===== config.mk =====
export PLATFORM = sky130hd
export DESIGN_NAME = ex_muldiv_sequencer
export DESIGN_NICKNAME = d
export VERILOG_FILES = /design/src/rtl/ex_muldiv_sequencer_pkg.sv /design/src/rtl/ex_muldiv_sequencer_muldiv_iter_core.sv /design/src/rtl/ex_muldiv_sequencer.sv
export SDC_FILE = /design/constraint.sdc
export NUM_CORES = 1
export LEC_CHECK = 0
export CAP_MARGIN = 20
export CELL_PAD_IN_SITES_DETAIL_PLACEMENT = 1
export CELL_PAD_IN_SITES_GLOBAL_PLACEMENT = 1
export CORE_ASPECT_RATIO = 0.8
export CORE_UTILIZATION = 49
export CTS_CLUSTER_DIAMETER = 40
export DETAILED_ROUTE_END_ITERATION = 6
export MAX_ROUTING_LAYER = met4
export PLACE_DENSITY = 0.95
export SLEW_MARGIN = 10
export SYNTH_ARGS = -nofsm -noshare
export SYNTH_HDL_FRONTEND = slang
export SYNTH_SLANG_ARGS = --single-unit

===== constraint.sdc =====
create_clock -name clk -period 7.5 [get_ports clk]
set_input_delay 1.5 -clock clk [delete_from_list [all_inputs] [get_ports clk]]
set_output_delay 1.5 -clock clk [all_outputs]
set_load 0.03 [all_outputs]

===== src/rtl/ex_muldiv_sequencer_pkg.sv =====
// Shared types and constants for the RV32M multiply/divide sequencer.
// Optional early-out for multiplies is enabled by MULDIV_EARLY_OUT_EN.
package ex_muldiv_sequencer_pkg;

  localparam int MULDIV_STEPS = 32;
  localparam int CNT_W        = 5;
  localparam logic [CNT_W-1:0] CNT_LOAD = CNT_W'(MULDIV_STEPS - 1);

  typedef enum logic [2:0] {
    OP_MUL    = 3'd0,
    OP_MULH   = 3'd1,
    OP_MULHSU = 3'd2,
    OP_MULHU  = 3'd3,
    OP_DIV    = 3'd4,
    OP_DIVU   = 3'd5,
    OP_REM    = 3'd6,
    OP_REMU   = 3'd7
  } muldiv_op_type;

  typedef enum logic [1:0] {
    IDLE = 2'd0,
    CALC = 2'd1,
    FIX  = 2'd2,
    DONE = 2'd3
  } muldiv_state_type;

  function automatic logic op_signed_a(input muldiv_op_type o);
    return (o == OP_MULH) || (o == OP_MULHSU) || (o == OP_DIV) || (o == OP_REM);
  endfunction

  function automatic logic op_signed_b(input muldiv_op_type o);
    return (o == OP_MULH) || (o == OP_DIV) || (o == OP_REM);
  endfunction

endpackage


===== src/rtl/ex_muldiv_sequencer_muldiv_iter_core.sv =====
// Iterative datapath: 64-bit shift-add multiplier and restoring divider on shared registers.
// Operands arrive as magnitudes; sign handling is done by the sequencer.
module muldiv_iter_core (
  input  logic        clk,
  input  logic        rst_n,
  input  logic        load,
  input  logic        step,
  input  logic        is_div,
  input  logic [31:0] a_mag,
  input  logic [31:0] b_mag,
  output logic [63:0] product,
  output logic [31:0] quotient,
  output logic [31:0] remainder,
  output logic        mplier_last
);

  // mul: acc = product, mcand = shifted multiplicand, mplier = remaining multiplier bits
  // div: acc[31:0] = partial remainder, mcand[31:0] = divisor, mplier = dividend -> quotient
  logic [63:0] acc_q, acc_d;
  logic [63:0] mcand_q, mcand_d;
  logic [31:0] mplier_q, mplier_d;

  logic [32:0] shifted;
  logic [31:0] diff_lo;
  logic        ge;

  always_comb begin
    shifted = {acc_q[31:0], mplier_q[31]};
    ge      = shifted >= {1'b0, mcand_q[31:0]};
    diff_lo = shifted[31:0] - mcand_q[31:0];

    acc_d    = acc_q;
    mcand_d  = mcand_q;
    mplier_d = mplier_q;
    if (load) begin
      acc_d    = '0;
      mcand_d  = {32'd0, (is_div ? b_mag : a_mag)};
      mplier_d = is_div ? a_mag : b_mag;
    end else if (step) begin
      if (is_div) begin
        acc_d    = {32'd0, (ge ? diff_lo : shifted[31:0])};
        mplier_d = {mplier_q[30:0], ge};
      end else begin
        if (mplier_q[0]) acc_d = acc_q + mcand_q;
        mcand_d  = {mcand_q[62:0], 1'b0};
        mplier_d = {1'b0, mplier_q[31:1]};
      end
    end
  end

  always_ff @(posedge clk or negedge rst_n) begin
    if (!rst_n) begin
      acc_q    <= '0;
      mcand_q  <= '0;
      mplier_q <= '0;
    end else begin
      acc_q    <= acc_d;
      mcand_q  <= mcand_d;
      mplier_q <= mplier_d;
    end
  end

  assign product     = acc_q;
  assign quotient    = mplier_q;
  assign remainder   = acc_q[31:0];
  assign mplier_last = (mplier_q[31:1] == 31'd0);

endmodule


===== src/rtl/ex_muldiv_sequencer.sv =====
// RV32M multi-cycle multiply/divide sequencer: FSM, step counter, special cases, sign fix.
// Define MULDIV_EARLY_OUT_EN to let multiplies leave CALC once the multiplier is exhausted.
//
//  state | meaning
//  IDLE  | waiting for start; accepts op, loads core or latches a special-case result
//  CALC  | one core iteration per cycle, counter 31..0
//  FIX   | sign correction and word select into result register
//  DONE  | result_valid pulse; pipeline released
module ex_muldiv_sequencer #(
  parameter int XLEN = 32
) (
  input  logic            clk,
  input  logic            rst_n,
  input  logic            start,
  input  logic [2:0]      op,
  input  logic [XLEN-1:0] operand_a,
  input  logic [XLEN-1:0] operand_b,
  input  logic            flush,
  output logic            stall,
  output logic            busy,
  output logic            result_valid,
  output logic [XLEN-1:0] result
);
  import ex_muldiv_sequencer_pkg::*;

`ifdef MULDIV_EARLY_OUT_EN
  localparam logic EARLY_EN = 1'b1;
`else
  localparam logic EARLY_EN = 1'b0;
`endif

  muldiv_state_type state_q, state_d;
  logic [CNT_W-1:0] counter_q, counter_d;
  muldiv_op_type    op_q, op_d;
  logic             neg_q, neg_d;
  logic             rem_neg_q, rem_neg_d;
  logic [31:0]      result_q, result_d;

  muldiv_op_type op_in;
  logic          sign_a, sign_b, div_zero, div_ovf, special, accept;
  logic [31:0]   a_mag, b_mag, special_res, fix_result;
  logic [63:0]   product, prod_fixed;
  logic [31:0]   quotient, remainder;
  logic          core_load, core_step, core_is_div, mplier_last, early;

  always_comb begin
    op_in    = muldiv_op_type'(op);
    sign_a   = operand_a[31] & op_signed_a(op_in);
    sign_b   = operand_b[31] & op_signed_b(op_in);
    a_mag    = sign_a ? -operand_a : operand_a;
    b_mag    = sign_b ? -operand_b : operand_b;
    div_zero = op[2] & (operand_b == '0);
    div_ovf  = ((op_in == OP_DIV) || (op_in == OP_REM)) &&
               (operand_a == 32'h8000_0000) && (&operand_b);
    special  = div_zero | div_ovf;
    // op[1] distinguishes REM*/REMU from DIV*/DIVU
    if (div_zero) special_res = op[1] ? operand_a : 32'hFFFF_FFFF;
    else          special_res = op[1] ? 32'd0 : 32'h8000_0000;
    accept   = (state_q == IDLE) & start & ~flush;
  end

  assign core_load   = accept & ~special;
  assign core_step   = (state_q == CALC);
  assign core_is_div = (state_q == IDLE) ? op[2] : op_q[2];
  assign early       = EARLY_EN & ~op_q[2] & mplier_last;

  muldiv_iter_core u_core (
    .clk         (clk),
    .rst_n       (rst_n),
    .load        (core_load),
    .step        (core_step),
    .is_div      (core_is_div),
    .a_mag       (a_mag),
    .b_mag       (b_mag),
    .product     (product),
    .quotient    (quotient),
    .remainder   (remainder),
    .mplier_last (mplier_last)
  );

  always_comb begin
    prod_fixed = neg_q ? (64'd0 - product) : product;
    case (op_q)
      OP_MUL:                        fix_result = prod_fixed[31:0];
      OP_MULH, OP_MULHSU, OP_MULHU:  fix_result = prod_fixed[63:32];
      OP_DIV, OP_DIVU:               fix_result = neg_q ? -quotient : quotient;
      default:                       fix_result = rem_neg_q ? -remainder : remainder;
    endcase
  end

  always_comb begin
    state_d   = state_q;
    counter_d = counter_q;
    op_d      = op_q;
    neg_d     = neg_q;
    rem_neg_d = rem_neg_q;
    result_d  = result_q;
    case (state_q)
      IDLE: begin
        if (accept) begin
          op_d      = op_in;
          neg_d     = sign_a ^ sign_b;
          rem_neg_d = sign_a;
          if (special) begin
            result_d = special_res;
            state_d  = DONE;
          end else begin
            counter_d = CNT_LOAD;
            state_d   = CALC;
          end
        end
      end
      CALC: begin
        if ((counter_q == '0) || early) state_d = FIX;
        else                            counter_d = counter_q - 1'b1;
      end
      FIX: begin
        result_d = fix_result;
        state_d  = DONE;
      end
      default: state_d = IDLE;
    endcase
    if (flush) begin
      state_d  = IDLE;
      result_d = result_q;
    end
  end

  always_ff @(posedge clk or negedge rst_n) begin
    if (!rst_n) begin
      state_q   <= IDLE;
      counter_q <= '0;
      op_q      <= OP_MUL;
      neg_q     <= 1'b0;
      rem_neg_q <= 1'b0;
      result_q  <= '0;
    end else begin
      state_q   <= state_d;
      counter_q <= counter_d;
      op_q      <= op_d;
      neg_q     <= neg_d;
      rem_neg_q <= rem_neg_d;
      result_q  <= result_d;
    end
  end

  assign stall        = accept | (state_q == CALC) | (state_q == FIX);
  assign busy         = (state_q != IDLE);
  assign result_valid = (state_q == DONE);
  assign result       = result_q;

endmodule


==> results of run 1 <==
cell families (layout without fill, tap and decap cells):
group                      Yosys count  in the layout  synth area share
adders and majority gates          108            108            0.0682
DFF                                204            204             0.255
muxes                               27             27            0.0146
xor gates and xnor gates           215            215            0.0940
buffers and inverters              272            298            0.0518
and+or+nand+nor                    974            974             0.223
AOI/OAI and AO/OA                  973            973             0.294
registers in the layout, summed over array words and instances, names as in the netlist:
name,cells
counter_q,5
neg_q,1
op_q,3
rem_neg_q,1
result,32
state_q,2
u_core.mcand_q,64
u_core.product,64
u_core.quotient,32
worst max-delay path: stages:
cell             delay, ps
clkdlybuf4s50_1        520
or4_1                  630
or4_1                  540
nor4_2                 460
nand4_1                180
buf_4                  280
o21ai_1                290
or2_2                  430
buf_4                  520
o221ai_1               260
a21oi_1                230
layer usage:
metal / GRT usage / up-vias / wire length, um
met5: - / - / 0
met4: 0.107 / 0 / 2290
met3: 0.0888 / 173 / 9460
met2: 0.644 / 1251 / 38600
met1: 0.606 / 11458 / 39400
li1: - / 9976 / -
stage by stage:
stage          setup WS (ps)  total power [uW]
3_5_place_dp            1770              8210
4_1_cts                 2240             10100
5_1_grt                 1970             10900
6_report                2050             10400
3_3_place_gp            1910              7960
2_1_floorplan           3300              6100
power by group:
part	internal (uW)	switching, uW	leakage, uW
clock	1150	700	0.000650
combinational	2180	4140	0.00620
sequential	1420	782	0.00263
cell usage after synthesis, types with 18 or more instances:
cell type / n / area (um2)
a211oi_1: 21 / 158
a21o_1: 62 / 465
a21oi_1: 316 / 1580
a31oi_1: 42 / 263
clkbuf_1: 149 / 559
dfrtp_1: 204 / 5100
ha_1: 106 / 1330
inv_1: 96 / 360
nand2_1: 483 / 1810
nand2b_1: 21 / 131
nand3_1: 84 / 420
nand4_1: 41 / 257
nor2_1: 143 / 537
nor2b_1: 22 / 138
nor3_1: 49 / 245
o211ai_1: 38 / 285
o21a_1: 18 / 135
o21ai_0: 293 / 1470
o221ai_1: 23 / 201
o31ai_1: 43 / 323
or3_1: 42 / 263
xnor2_1: 118 / 1030
xor2_1: 97 / 850
final cells by class:
class,count,area share
clock buffers,48,0.0477
clock inverters,24,0.0119
inverters,97,0.0160
multi-input cells,2297,0.614
flip-flops and latches,204,0.225
well taps,536,0.0296
repair buffers,129,0.0555
worst max-delay path by stage:
stage,startpoint,to,slack [ps],cells after the start
finish,operand_b[4],u_core.product[20],2050,11
global route,operand_b[4],u_core.product[31],1970,11
CTS,operand_b[4],u_core.product[31],2240,11
detailed placement,operand_b[4],u_core.product[31],1770,11
global placement,operand_b[4],u_core.product[61],1910,13
floorplan,operand_b[4],u_core.product[49],3300,11
==> flow_summary.ini, run 1 <==
[sta]
tns_ps = 0
drv_slew = 0
skew_ps = 38.6
max_freq_mhz = 184
finalCritPeriodShare = 0.726
worst_hold_slack_ps = 485
period_needed_ps = 5450
tightest_slew_ps = 1230
hold_violations = 0
rsz0062_at_grt = no
setup_viol = 0
slew-limit-headroom = 0.161

[clock_tree]
cts_buffers = 40
cts_tree = done
clock-sinks = 204
cts_resized = 0
clk_latency_ps = 560
cts-root-buf = clkbuf_16
clk_path_buf_depth = 3
clkTransAtPathRegs_ps = 60
postCtsSetupBuffers = 0
htree_levels = 2
holdBufCountCts = 0

[logic_synthesis]
async_flop_share = 1.00
avgSynthCellArea_um2 = 7.22
yosysWarningCount = 0
yosysUniqueCellTypes = 78
synth_seq_cells = 204
syn_nets = 2952
ys.flop_type = dfrtp_1
syn_inst = 2773
ys_seq_area_frac = 0.255
netlist_area_um2 = 20000
synth_edf_count = 0

[grt]
antenna_found_initial = 0
grt_overflow = 0
grt_pass1_wl_mm = 138
grt_pass1_vias = 22320
grt_max_degree = 114
track_usage = 0.435

[setup_path]
r2r_slack_ps = 2240
r2r-end = u_core.product[16]
r2r-start = u_core.product[2]
worstPathArrival_ps = 5880
cp_max_fo = 38
required_ps = 7940
crit_type = in -> reg
worstSetupEndpointType = flop
startpoint_type = primary input
reg2reg_depth = 11

[floorplanning]
chipHeight_um = 183
num_rows = 65
die_x_um = 228
start_util = 0.503
die_area_um2 = 41700
coreArea_um2 = 39900
ios = 106

[final_layout]
postLayoutCoreUtil = 0.569
final_common_cell = nand2_1
area_delta_synth_final_pct = 13.2
nFillCells = 5065
drive_gt1_frac = 0.0525
design_area_um2 = 22700
regArea_um2 = 5110
diodes = 0
fin_cells = 3335
num-nets-final = 2948
multi_input_area_um2 = 13900
final_cell_mix = 482 x nand2_1, 315 x a21oi_1, 293 x o21ai_0

[placed_design]
place_inst = 3263
gp_congestion = 1.07
io_buffer_count = 105
placed_area_um2 = 21300
dp_hpwl_mm = 66.8

[run_status]
outcome = complete, no violations

[power_and_ir_drop]
ir_drop_v = 0.000276
p_per_area_nw_per_um2 = 457
leakagePower_uw = 0.00947

[routing]
postRouteAntennaNets = 0
drt-vias-per-instance = 6.85
finalWirelength_mm = 89.7
firstDrtPassIters = 5
vias = 22858
drc_errors = 0
wl_per_cell_um = 26.9
drt_iter0_drc = 2886

[min_path]
hold_depth = 2
hold_path.class = reg -> reg
hp-start = result[14]
hold_end = result[14]

[run]
drv_cap = 0
(Power assumes the default switching activity.)
==> inputs of run 2 (changes only) <==
Settings changed: CORE_UTILIZATION 49 to 46.
Clock period 7.5 ns to 5.3 ns, I/O delays scaled along.
==> flow_summary.ini, run 2 (synthesized netlist as in run 1, its figures left out) <==
[grt]
grt_max_degree = 125
grt_overflow = 0
antenna_found_initial = 3
grt_pass1_vias = 22847
grt_pass1_wl_mm = 138
track_usage = 0.411

[clock_tree]
cts-root-buf = clkbuf_16
cts_tree = done
clkTransAtPathRegs_ps = 50
clk_latency_ps = 600
htree_levels = 2
cts_resized = 0
cts_buffers = 42
clk_path_buf_depth = 3
clock-sinks = 204
postCtsSetupBuffers = 0
holdBufCountCts = 0

[floorplanning]
die_area_um2 = 44400
die_x_um = 235
start_util = 0.472
chipHeight_um = 189
num_rows = 67
ios = 106
coreArea_um2 = 42400

[power_and_ir_drop]
p_per_area_nw_per_um2 = 655
leakagePower_uw = 0.00963
ir_drop_v = 0.000356

[min_path]
hold_path.class = reg -> reg
hold_depth = 2

[routing]
drc_errors = 0
drt-vias-per-instance = 6.80
firstDrtPassIters = 5
drt_iter0_drc = 3121
wl_per_cell_um = 26.6
vias = 22961
postRouteAntennaNets = 0
finalWirelength_mm = 89.8

[setup_path]
crit_type = reg -> reg
worstSetupEndpointType = flop
required_ps = 5830
reg2reg_depth = 13
cp_max_fo = 9
worstPathArrival_ps = 5340
startpoint_type = flop

[placed_design]
io_buffer_count = 105
place_inst = 3295
dp_hpwl_mm = 65.9
gp_congestion = 1.01

[sta]
tightest_slew_ps = 1090
setup_viol = 0
hold_violations = 0
finalCritPeriodShare = 0.908
rsz0062_at_grt = no
drv_slew = 0
slew-limit-headroom = 0.270
max_freq_mhz = 208
skew_ps = 43.4
tns_ps = 0
period_needed_ps = 4810

[final_layout]
fin_cells = 3375
final_cell_mix = 482 x nand2_1, 315 x a21oi_1, 293 x o21ai_0
drive_gt1_frac = 0.0592
num-nets-final = 2966
final_common_cell = nand2_1
area_delta_synth_final_pct = 14.6

[run]
drv_cap = 0

[run_status]
outcome = complete, no violations
## run 2: stage by stage
step	utilization	power [uW]	instance area [um2]	setup slack (ps)	hold WS, ps
after floorplan	-	8640	20000	1540	483
after global placement	0.507	11300	21500	549	463
after detailed placement	0.507	11700	21500	332	483
after CTS	0.541	14700	23000	631	495
after global routing	0.541	15700	23000	363	522
final	0.541	15000	23000	489	494
## run 2: final cells by class
cell class                 count  area (um2)
antenna                        2        5.00
clock buffer                  53        1160
sequential                   204        5110
timing repair buffer         145        1390
clock inverter                25         305
fill                        5253       19500
inverter                      97         364
tap                          552         691
multi-input combinational   2297       13900
## run 2: power by group
| group | switching [uW] | total, uW | internal [uW] | leakage, uW |
|---|---|---|---|---|
| logic | 5970 | 9120 | 3150 | 0.00628 |
| registers | 1110 | 3120 | 2010 | 0.00263 |
| clock network | 1030 | 2800 | 1770 | 0.000722 |
| total | 8110 | 15000 | 6930 | 0.00963 |
## run 2: worst max-delay path: stages (launching register included)
cell and delay (ps):
dfrtp_1 620, ha_1 290, inv_1 70, fa_1 400, nand2b_1 200, a21oi_1 240, o21ai_0 300, a311oi_1 560
o2111ai_1 270, o21ai_0 590, a41oi_1 440, a211o_1 400, a211o_1 300, nand3_1 80
## run 2: path summary, 6_finish.rpt
check	slack (ps)	endpoint	from
min reg2reg	490	result[21]	result[21]
max in group asynchronous	3520	u_core.product[21]	rst_n
max	490	u_core.product[60]	u_core.product[0]
min in group asynchronous	540	u_core.quotient[3]	rst_n
min	490	result[21]	result[21]
max reg2reg	490	u_core.product[60]	u_core.product[0]
## run 2: layer usage
layer | GRT usage | wire length, um
met2 | 0.613 | 38800
met5 | - | 0
met4 | 0.137 | 3350
met1 | 0.539 | 37700
met3 | 0.107 | 9960
